**src/rtl/mat_mult_pkg.sv**
```systemverilog
// Shared types and width helpers for the sequential N x N matrix multiplier.
// MAT_MULT_SIGNED_EN (see mat_mac_unit) does not change anything declared here.
package mat_mult_pkg;

    typedef enum logic [1:0] {
        LOAD    = 2'd0,
        COMPUTE = 2'd1,
        EMIT    = 2'd2
    } state_e;

    // Sum of N full-precision products never needs more than log2(N) extra bits.
    function automatic int acc_width(input int n, input int data_w);
        return 2 * data_w + $clog2(n);
    endfunction

    function automatic int idx_width(input int n);
        return $clog2(n * n);
    endfunction

    function automatic int cnt_width(input int n);
        return $clog2(n);
    endfunction

endpackage

```
**src/rtl/mat_mult_seq_if.sv**
```systemverilog
// Operand-in / result-out valid-ready bundle for mat_mult_seq.
interface mat_mult_seq_if #(
    parameter int N      = 3,
    parameter int DATA_W = 8
);
    import mat_mult_pkg::*;

    localparam int ACC_W = acc_width(N, DATA_W);

    logic              in_valid;
    logic              in_ready;
    logic [DATA_W-1:0] in_a;
    logic [DATA_W-1:0] in_b;
    logic              out_valid;
    logic              out_ready;
    logic [ACC_W-1:0]  out_data;
    logic              out_last;
    logic              busy;

    modport master (
        output in_valid, in_a, in_b, out_ready,
        input  in_ready, out_valid, out_data, out_last, busy
    );

    modport slave (
        input  in_valid, in_a, in_b, out_ready,
        output in_ready, out_valid, out_data, out_last, busy
    );

endinterface

```
**src/rtl/mat_mac_unit.sv**
```systemverilog
// Registered multiply-accumulate; first_i restarts the sum with the current product.
// MAT_MULT_SIGNED_EN selects two's-complement operands, otherwise unsigned.
module mat_mac_unit #(
    parameter int DATA_W = 8,
    parameter int ACC_W  = 18
) (
    input  logic              clk,
    input  logic              rst_n,
    input  logic              en_i,
    input  logic              first_i,
    input  logic [DATA_W-1:0] a_i,
    input  logic [DATA_W-1:0] b_i,
    output logic [ACC_W-1:0]  sum_o
);

    logic [ACC_W-1:0] a_ext;
    logic [ACC_W-1:0] b_ext;
    logic [ACC_W-1:0] prod;
    logic [ACC_W-1:0] acc_q;
    logic [ACC_W-1:0] acc_d;

    // Extending both operands to ACC_W keeps the low ACC_W product bits exact in either mode.
`ifdef MAT_MULT_SIGNED_EN
    assign a_ext = {{(ACC_W-DATA_W){a_i[DATA_W-1]}}, a_i};
    assign b_ext = {{(ACC_W-DATA_W){b_i[DATA_W-1]}}, b_i};
`else
    assign a_ext = {{(ACC_W-DATA_W){1'b0}}, a_i};
    assign b_ext = {{(ACC_W-DATA_W){1'b0}}, b_i};
`endif

    assign prod  = a_ext * b_ext;
    assign acc_d = (first_i ? '0 : acc_q) + prod;
    assign sum_o = acc_d;

    always_ff @(posedge clk or negedge rst_n) begin
        if (!rst_n) begin
            acc_q <= '0;
        end else if (en_i) begin
            acc_q <= acc_d;
        end
    end

endmodule

```
**src/rtl/mat_mult_seq.sv**
```systemverilog
// Sequential C = A x B over one shared MAC; operands and results stream row-major.
// Build option MAT_MULT_SIGNED_EN (in mat_mac_unit) switches to two's-complement math.
//
//   state   | meaning
//   LOAD    | accept N*N beats of A/B into the operand arrays
//   COMPUTE | one MAC per cycle over k for element C[i][j]
//   EMIT    | hold C[i][j] on the output until the sink takes it
module mat_mult_seq
    import mat_mult_pkg::*;
#(
    parameter int N      = 3,
    parameter int DATA_W = 8
) (
    input  logic                clk,
    input  logic                rst_n,
    mat_mult_seq_if.slave       bus_if
);

    localparam int ACC_W = acc_width(N, DATA_W);
    localparam int CW    = cnt_width(N);
    localparam int AW    = idx_width(N);

    localparam logic [CW-1:0] LAST_IDX  = CW'(N - 1);
    localparam logic [AW-1:0] LAST_BEAT = AW'(N * N - 1);
    localparam logic [AW-1:0] N_AW      = AW'(N);

    state_e            state_q, state_d;
    logic [AW-1:0]     beat_q, beat_d;
    logic [CW-1:0]     i_q, i_d;
    logic [CW-1:0]     j_q, j_d;
    logic [CW-1:0]     k_q, k_d;
    logic              in_rdy_q, in_rdy_d;
    logic              out_valid_q, out_valid_d;
    logic              out_last_q, out_last_d;
    logic [ACC_W-1:0]  out_data_q, out_data_d;

    logic              wr_en;
    logic              mac_en;
    logic [ACC_W-1:0]  mac_sum;
    logic [AW-1:0]     a_addr;
    logic [AW-1:0]     b_addr;

    logic [DATA_W-1:0] a_mem [N*N];
    logic [DATA_W-1:0] b_mem [N*N];

    // Operand arrays hold no reset value; only beats accepted in LOAD are ever read.
    always_ff @(posedge clk) begin
        if (wr_en) begin
            a_mem[beat_q] <= bus_if.in_a;
            b_mem[beat_q] <= bus_if.in_b;
        end
    end

    assign a_addr = AW'(i_q) * N_AW + AW'(k_q);
    assign b_addr = AW'(k_q) * N_AW + AW'(j_q);

    mat_mac_unit #(
        .DATA_W (DATA_W),
        .ACC_W  (ACC_W)
    ) u_mac (
        .clk     (clk),
        .rst_n   (rst_n),
        .en_i    (mac_en),
        .first_i (k_q == '0),
        .a_i     (a_mem[a_addr]),
        .b_i     (b_mem[b_addr]),
        .sum_o   (mac_sum)
    );

    always_ff @(posedge clk or negedge rst_n) begin
        if (!rst_n) begin
            state_q     <= LOAD;
            beat_q      <= '0;
            i_q         <= '0;
            j_q         <= '0;
            k_q         <= '0;
            in_rdy_q    <= 1'b0;
            out_valid_q <= 1'b0;
            out_last_q  <= 1'b0;
            out_data_q  <= '0;
        end else begin
            state_q     <= state_d;
            beat_q      <= beat_d;
            i_q         <= i_d;
            j_q         <= j_d;
            k_q         <= k_d;
            in_rdy_q    <= in_rdy_d;
            out_valid_q <= out_valid_d;
            out_last_q  <= out_last_d;
            out_data_q  <= out_data_d;
        end
    end

    always_comb begin
        state_d     = state_q;
        beat_d      = beat_q;
        i_d         = i_q;
        j_d         = j_q;
        k_d         = k_q;
        out_valid_d = out_valid_q;
        out_last_d  = out_last_q;
        out_data_d  = out_data_q;
        wr_en       = 1'b0;
        mac_en      = 1'b0;

        unique case (state_q)
            LOAD: begin
                if (bus_if.in_valid && in_rdy_q) begin
                    wr_en = 1'b1;
                    if (beat_q == LAST_BEAT) begin
                        beat_d  = '0;
                        state_d = COMPUTE;
                    end else begin
                        beat_d = beat_q + 1'b1;
                    end
                end
            end
            COMPUTE: begin
                mac_en = 1'b1;
                if (k_q == LAST_IDX) begin
                    // Final sum goes straight from the MAC adder into the output register.
                    out_data_d  = mac_sum;
                    out_valid_d = 1'b1;
                    out_last_d  = (i_q == LAST_IDX) && (j_q == LAST_IDX);
                    k_d         = '0;
                    state_d     = EMIT;
                end else begin
                    k_d = k_q + 1'b1;
                end
            end
            EMIT: begin
                if (bus_if.out_ready) begin
                    out_valid_d = 1'b0;
                    out_last_d  = 1'b0;
                    if (out_last_q) begin
                        i_d     = '0;
                        j_d     = '0;
                        state_d = LOAD;
                    end else begin
                        if (j_q == LAST_IDX) begin
                            j_d = '0;
                            i_d = i_q + 1'b1;
                        end else begin
                            j_d = j_q + 1'b1;
                        end
                        state_d = COMPUTE;
                    end
                end
            end
            default: state_d = LOAD;
        endcase
    end

    // Registered ready: it follows the state that will be current next cycle.
    assign in_rdy_d = (state_d == LOAD);

    assign bus_if.in_ready  = in_rdy_q;
    assign bus_if.out_valid = out_valid_q;
    assign bus_if.out_data  = out_data_q;
    assign bus_if.out_last  = out_last_q;
    assign bus_if.busy      = (state_q != LOAD) || (beat_q != '0);

endmodule

```
**src/flat_wrapper.sv**
```systemverilog
// flat-port wrapper written by rule: the top's interface ports become plain ports
module mat_mult_seq_flat import mat_mult_pkg::*;
#(
    parameter int N      = 3,
    parameter int DATA_W = 8
)
  (clk, rst_n, bus_if_in_valid, bus_if_in_a, bus_if_in_b, bus_if_out_ready, bus_if_in_ready, bus_if_out_valid, bus_if_out_data, bus_if_out_last, bus_if_busy);
  mat_mult_seq_if #(.N(N), .DATA_W(DATA_W)) bus_if_i ();
  input  logic clk;
  input  logic rst_n;
  input wire logic [$bits(bus_if_i.in_valid)-1:0] bus_if_in_valid;
  input wire logic [$bits(bus_if_i.in_a)-1:0] bus_if_in_a;
  input wire logic [$bits(bus_if_i.in_b)-1:0] bus_if_in_b;
  input wire logic [$bits(bus_if_i.out_ready)-1:0] bus_if_out_ready;
  output wire logic [$bits(bus_if_i.in_ready)-1:0] bus_if_in_ready;
  output wire logic [$bits(bus_if_i.out_valid)-1:0] bus_if_out_valid;
  output wire logic [$bits(bus_if_i.out_data)-1:0] bus_if_out_data;
  output wire logic [$bits(bus_if_i.out_last)-1:0] bus_if_out_last;
  output wire logic [$bits(bus_if_i.busy)-1:0] bus_if_busy;
  assign bus_if_i.in_valid = bus_if_in_valid;
  assign bus_if_i.in_a = bus_if_in_a;
  assign bus_if_i.in_b = bus_if_in_b;
  assign bus_if_i.out_ready = bus_if_out_ready;
  assign bus_if_in_ready = bus_if_i.in_ready;
  assign bus_if_out_valid = bus_if_i.out_valid;
  assign bus_if_out_data = bus_if_i.out_data;
  assign bus_if_out_last = bus_if_i.out_last;
  assign bus_if_busy = bus_if_i.busy;
  mat_mult_seq #(.N(N), .DATA_W(DATA_W)) u_core (.clk(clk), .rst_n(rst_n), .bus_if(bus_if_i));
endmodule
```
**config.mk**
```make
export PLATFORM = sky130hd
export DESIGN_NAME = mat_mult_seq_flat
export DESIGN_NICKNAME = d
export VERILOG_FILES = /design/src/rtl/mat_mult_pkg.sv /design/src/rtl/mat_mult_seq_if.sv /design/src/rtl/mat_mac_unit.sv /design/src/rtl/mat_mult_seq.sv /design/src/flat_wrapper.sv
export SDC_FILE = /design/constraint.sdc
export NUM_CORES = 1
export LEC_CHECK = 0
export CORE_ASPECT_RATIO = 2
export CORE_UTILIZATION = 60
export DETAILED_ROUTE_END_ITERATION = 10
export HOLD_SLACK_MARGIN = 0.06
export PLACE_DENSITY_LB_ADDON = 0.3
export SLEW_MARGIN = 0
export SYNTH_ARGS = -nofsm -noshare
export SYNTH_HDL_FRONTEND = slang
export SYNTH_SLANG_ARGS = --single-unit
```
**constraint.sdc**
```tcl
create_clock -name clk -period 11.94 [get_ports clk]
set_clock_uncertainty 0.15 [all_clocks]
set_input_delay 3.582 -clock clk [delete_from_list [all_inputs] [get_ports clk]]
set_output_delay 3.582 -clock clk [all_outputs]
set_load 0.1 [all_outputs]
```
==> summary.md, run 1 <==
| Metric | Value |
|---|---|
| Detailed-route DRC error count | `0` |
| Io pins | `42` |
| RR Startpoint | `u_core.k_q[1]` |
| Critical Path RT | `between 10000 and 15000 ps` |
| Yosys cell types | `61` |
| Mapped Area | `roughly 11000 um^2` |
| Relative slew slack | `0.275` |
| Hpwl dp | `~15000 um` |
| Worst Setup End Kind | `flop` |
| Fmax | `about 110 MHz` |
| Total GRT Usage | `0.255` |
| RSZ-0062 raised after global routing | `no` |
| CP max stage delay | `slightly below 900 ps` |
| Max Cap Viol | `0` |
| Die width | `a little under 100 um` |
| Setup repair bufs after CTS | `0` |
| Drt first pass iters | `5` |
| Syn_nets | `994` |
| Final Setup Violations | `0` |
| Cell mode on critical path | `fa_1` |
| Status | `complete, no violations` |
| Clock Sinks | `195` |
| YS warnings | `0` |
| Area share of the largest cell type after synthesis | `0.399` |
| Max-slew violations | `0` |
| Area Overhead vs Synth | `11.1%` |
| Die Footprint | `~19000 um^2` |
| Top-count cell post-synth | `edfxtp_1` |
| Clk_lat worst skew | `440 ps` |
| DR WL met2 | `about 12000 um` |
| Detail Route Antenna Nets | `0` |
| Final hold viol count | `0` |
| Mapped Cells | `a little under 900` |
| Clock Tree Buf Depth | `2` |
| Synth area leaders | `edfxtp_1 40%, dfrtp_1 12%, fa_1 7.6%` |
| DRT iter0 DRCs | `roughly 300` |
| Share of cells above drive strength 1 | `0.109` |
| First-pass GRT wire length | `between 30000 and 40000 um` |
| GR Overflow Total | `0` |
| Worst hold path startpoint | `u_core.bus_if.out_data[5]` |
| Buffers plus inverters on the worst setup path | `5` |
| Antenna violations before repair | `0` |
| HP Class | `flop to flop` |
| CTS buffer count | `17` |
| Critical-path top delay cell | `fa_1` |
| Die Y | `between 150 and 200 um` |
| EDFF count, synth | `between 100 and 150` |
| Routed wl met3 | `527 um` |
| #FFs+latches synth | `between 150 and 200` |
| Ys flop type | `edfxtp_1` |
| WL/cell | `about 20 um` |
| Synth cell count leaders | `144 x edfxtp_1, 85 x nand2_1, 75 x nor2_1` |
| Fin crit period | `between 8000 and 9000 ps` |
| Number of global-route vias before repair | `~7200` |
| Root Driver | `clkbuf_16` |
| Uppermost routed layer | `met4` |
| Final worst path period share | `0.741` |
| Critical Path AT | `9030 ps` |
| WL final | `21900 um` |
| Post-cts resize count | `0` |
| Largest net degree at the start of global routing | `52` |
| Actual slew at the worst max-slew pin | `1090 ps` |
| # fillers | `around 1300` |
| CP top delay family | `adder cells` |
| Register area share after synthesis | `0.516` |
| Synth area leader | `edfxtp_1` |
| Hold-fix buffer count after cts | `0` |
| Input/output buffers | `just over 40` |
| DRT met1 WL | `~8000 um` |
| Setup TNS | `0 ps` |
| Crit path launch type | `flop` |
| Flip-flop and latch area | `about 5600 um^2` |
| Share of flip-flops with an asynchronous set or reset | `0.262` |
| Reg clk slew, reported paths | `approximately 80 ps` |
| Global placer's final weighted congestion | `around 0.94` |
| DR vias/cell | `around 6.0` |
| Avg Cell Area, Syn | `12.5 um^2` |
| Area of the multi-input gates | `slightly below 5000 um^2` |
| CTS tree | `built` |
| FP Rows | `69` |
| # diodes | `0` |
| Total core area | `~18000 um^2` |
| CP Max Fanout | `10` |
| Initial Utilization | `0.613` |
| H-tree Lvls | `4` |
| Via count | `6735` |
| Setup crit start | `u_core.k_q[1]` |
| Final-stage net count | `about 1000` |
| CP Class | `flop to flop` |
state kept, by name (all words and copies together), names as in the netlist:
name / cells
u_core.k_q: 2
u_core.bus_if.in_ready: 1
u_core.state_q: 2
u_core.u_mac.acc_q: 18
u_core.a_mem: 72
u_core.b_mem: 72
u_core.i_q: 2
u_core.bus_if.out_data: 18
u_core.bus_if.out_last: 1
u_core.j_q: 2
u_core.bus_if.out_valid: 1
u_core.beat_q: 4
layer usage:
layer / vias up / GRT usage
met5: - / 0
met4: 0 / 0.169
met3: 85 / 0.0404
met2: 172 / 0.479
met1: 3309 / 0.258
li1: 3169 / -
cell families (layout without fill, tap and decap cells):
kind of cell | after synthesis | after routing | share of synthesized area
AO/OA/AOI/OAI | 140 | 140 | 0.0848
XOR/XNOR | 22 | 22 | 0.0178
adder cells (fa/ha/maj) | 105 | 105 | 0.149
buffers and inverters | 101 | 146 | 0.0385
flip-flops | 195 | 195 | 0.516
multiplexers | 50 | 50 | 0.0831
AND/OR/NAND/NOR | 256 | 256 | 0.110
path summary, 6_finish.rpt:
path	endpoint	slack [ps]	depth (start not counted)
max in group asynchronous	u_core.u_mac.acc_q[2]	8100	2
min	u_core.bus_if.out_data[5]	330	2
max	u_core.u_mac.acc_q[16]	3090	29
min reg2reg	u_core.bus_if.out_data[5]	330	2
max reg2reg	u_core.u_mac.acc_q[16]	3090	29
min in group asynchronous	u_core.bus_if.in_ready	3090	2
layout make-up:
| class | count | share of cell area |
|---|---|---|
| clock buffer | 17 | 0.0353 |
| timing repair buffer | 46 | 0.0367 |
| clock inverter | 15 | 0.0187 |
| sequential | 195 | 0.464 |
| inverter | 68 | 0.0212 |
| multi-input combinational | 573 | 0.402 |
| tap | 213 | 0.0221 |
through the flow:
step / hold slack (ps) / utilization / worst slack [ps] / area, um^2 / std cells
after floorplan: 288 / - / 3960 / 10900 / 869
after global placement: 301 / 0.645 / 3440 / 11400 / 1095
after detailed placement: 306 / 0.645 / 3230 / 11400 / 1095
after CTS: 336 / 0.681 / 3080 / 12100 / 1127
after global routing: 345 / 0.681 / 2600 / 12100 / 1127
final: 327 / 0.681 / 3090 / 12100 / 1127
cells in the final DEF (no fill, tap or decap), drive strengths merged, types with 32 or more instances in the layout:
master	n
clkdlybuf4s50	40
dfrtp	51
edfxtp	144
fa	41
ha	64
inv	73
mux4	32
nand2	85
nor2	75
o21ai	69
tightest hold or removal path, stage by stage (launching register included):
cell and delay, ps:
dfrtp_1 340, nand2_1 40, o21ai_0 60
Power of run 1 is left out: the tool's default activity adds up to more than one toggle a clock period on the data nets, which glitch-free logic cannot reach.
==> inputs of run 2 (changes only) <==
Settings changed: CORE_UTILIZATION 60 to 56.
Clock period 11.94 ns to 7.4 ns, I/O delays scaled along.
==> run 2 against run 1 <==
Effect of this change:
- the run now ends with negative setup slack left
- routed wire length increased by 7.3%
- hold slack improved by 1.5 ps
- die area increased by 7.0%
- fmax increased by 19%
- critical path type unchanged
==> summary.md, run 2 (same netlist as run 1, synthesis figures left out) <==
| Metric | Value |
|---|---|
| Status | `finished, violations left` |
| Failing checks | `negative setup slack` |
| Commonest non-fill, non-tap cell in the layout | `edfxtp_1` |
| Root Driver | `clkbuf_16` |
| Number of global-route vias before repair | `7521 (+3.8%)` |
| Area Overhead vs Synth | `23.8%` |
| Critical Path RT | `7630 ps (-4490 ps)` |
| Critical Path AT | `7690 ps (-1340 ps)` |
| Setup TNS | `-174 ps (-174 ps)` |
| Largest net degree at the start of global routing | `52 (unchanged)` |
| Flip-flop and latch area | `5600 um^2 (unchanged)` |
| Drt first pass iters | `4 (-1)` |
| CTS buffer count | `17 (unchanged)` |
| Hpwl dp | `16800 um (+9.1%)` |
| Final worst path period share | `1.01 (+0.267)` |
| Actual slew at the worst max-slew pin | `1030 ps (-53.7 ps)` |
| Regs by FF count | `u_core.a_mem: 72 flops, u_core.b_mem: 72 flops` |
| GR Overflow Total | `0 (unchanged)` |
| Max-slew violations | `0 (unchanged)` |
| Worst Slack Setup Final | `-63.7 ps (-3150 ps)` |
| Detail Route Antenna Nets | `0 (unchanged)` |
| Share of cells above drive strength 1 | `0.265 (+0.156)` |
| Io pins | `42 (unchanged)` |
| Clock Tree Buf Depth | `2 (unchanged)` |
| Reg clk slew, reported paths | `80 ps (about the same)` |
| Worst Setup End Kind | `flop` |
| Crit path launch type | `flop` |
| First-pass GRT wire length | `37200 um (+3.1%)` |
| HP Class | `flop to flop` |
| Max Cap Viol | `0 (unchanged)` |
| Die Footprint | `20000 um^2 (+7.0%)` |
| Relative slew slack | `0.311 (+0.0358)` |
| DR vias/cell | `5.63 (-5.9%)` |
| Final Setup Violations | `3 (+3)` |
| Die Y | `199 um (+3.5%)` |
| FP Rows | `71 (+2.9%)` |
| Total core area | `18900 um^2 (+6.9%)` |
| WL final | `23500 um (+7.3%)` |
| Final-stage net count | `1134 (+11%)` |
| CP Max Fanout | `7 (-3)` |
| Global placer's final weighted congestion | `0.886 (-5.4%)` |
| Fmax | `134 MHz (+19%)` |
| H-tree Lvls | `4 (unchanged)` |
| Antenna violations before repair | `0 (unchanged)` |
| Fin crit period | `7460 ps (-1390 ps)` |
| Total GRT Usage | `0.251 (-0.00432)` |
| CP Class | `flop to flop` |
| WL/cell | `18.4 um (-5.2%)` |
| Input/output buffers | `41 (unchanged)` |
| Critical-path top delay cell | `fa_2` |
| Die width | `100 um (+3.4%)` |
| CP max stage delay | `560 ps (-330 ps)` |
| # diodes | `0 (unchanged)` |
| Final hold viol count | `0 (unchanged)` |
| Clock Sinks | `195 (unchanged)` |
| Via count | `7179 (+6.6%)` |
| RSZ-0062 raised after global routing | `yes` |
| Detailed-route DRC error count | `0 (unchanged)` |
| Most frequent cells in the layout | `144 x edfxtp_1, 97 x buf_4, 83 x nand2_1, 72 x nor2_1, 60 x inv_1` |
| CTS tree | `built` |
| # fillers | `1242 (-1.0%)` |
| Initial Utilization | `0.573 (-0.0396)` |
| Cell mode on critical path | `fa_1` |
| DRT iter0 DRCs | `253 (-15%)` |
| Clk_lat worst skew | `440 ps (about the same)` |
| Area of the multi-input gates | `5260 um^2 (+8.6%)` |
-- run 2: cell count changes in the layout (fill, tap and decap cells not counted), sizes merged --
cell	before	now
buf	6	114
clkinv	5	1
inv	73	74
bufinv	4	5
clkbuf	17	18
-- run 2: layer usage --
metal  track usage  vias up  wire length, um
li1              -     3384                -
met1         0.246     3575             8190
met2         0.492      155            13700
met3        0.0365       65              562
met4         0.131        0             1030
met5             0        -                0
-- run 2: area by class of cell --
class | instances | area share
repair buffers | 154 | 0.101
clock inverters | 13 | 0.0161
well taps | 255 | 0.0237
flip-flops and latches | 195 | 0.417
multi-input cells | 573 | 0.391
clock buffers | 18 | 0.0319
inverters | 68 | 0.0190
-- run 2: critical path: cells and delay by family (launching register included) --
family	cells	cell delay, ps
adders and majority gates	9	3600
and+or+nand+nor	8	1410
AOI/OAI and AO/OA	6	910
buffers and inverters	7	610
DFF	1	390
muxes	1	190
xor gates and xnor gates	1	140
-- run 2: path summary, 6_finish.rpt --
kind / from / end / slack [ps] / cells after the start
max: u_core.k_q[1] / u_core.u_mac.acc_q[15] / -60 / 32
min: u_core.bus_if.out_data[5] / u_core.bus_if.out_data[5] / 330 / 2
max reg2reg: u_core.k_q[1] / u_core.u_mac.acc_q[15] / -60 / 32
min reg2reg: u_core.bus_if.out_data[5] / u_core.bus_if.out_data[5] / 330 / 2
max in group asynchronous: rst_n / u_core.u_mac.acc_q[3] / 4920 / 2
min in group asynchronous: rst_n / u_core.bus_if.out_data[0] / 1730 / 2
-- run 2: timing repair --
item	CTS	global route
hold buffers	0	0
gates cloned	0	0
endpoints found under the setup margin	10	18
gates resized for setup	41	47
setup buffers	13	13
pin swaps	46	50
-- run 2: stage by stage --
stage | setup WS, ps | std cells | instance area (um^2) | hold WS [ps] | util
2_1_floorplan | 0.229 | 869 | 11000 | 288 | -
3_3_place_gp | -185 | 1220 | 12200 | 303 | 0.645
3_5_place_dp | -336 | 1220 | 12200 | 319 | 0.645
4_1_cts | -132 | 1263 | 13100 | 335 | 0.693
5_1_grt | -308 | 1276 | 13400 | 355 | 0.710
6_report | -63.7 | 1276 | 13400 | 328 | 0.710
Power of run 2 is left out for the same reason.
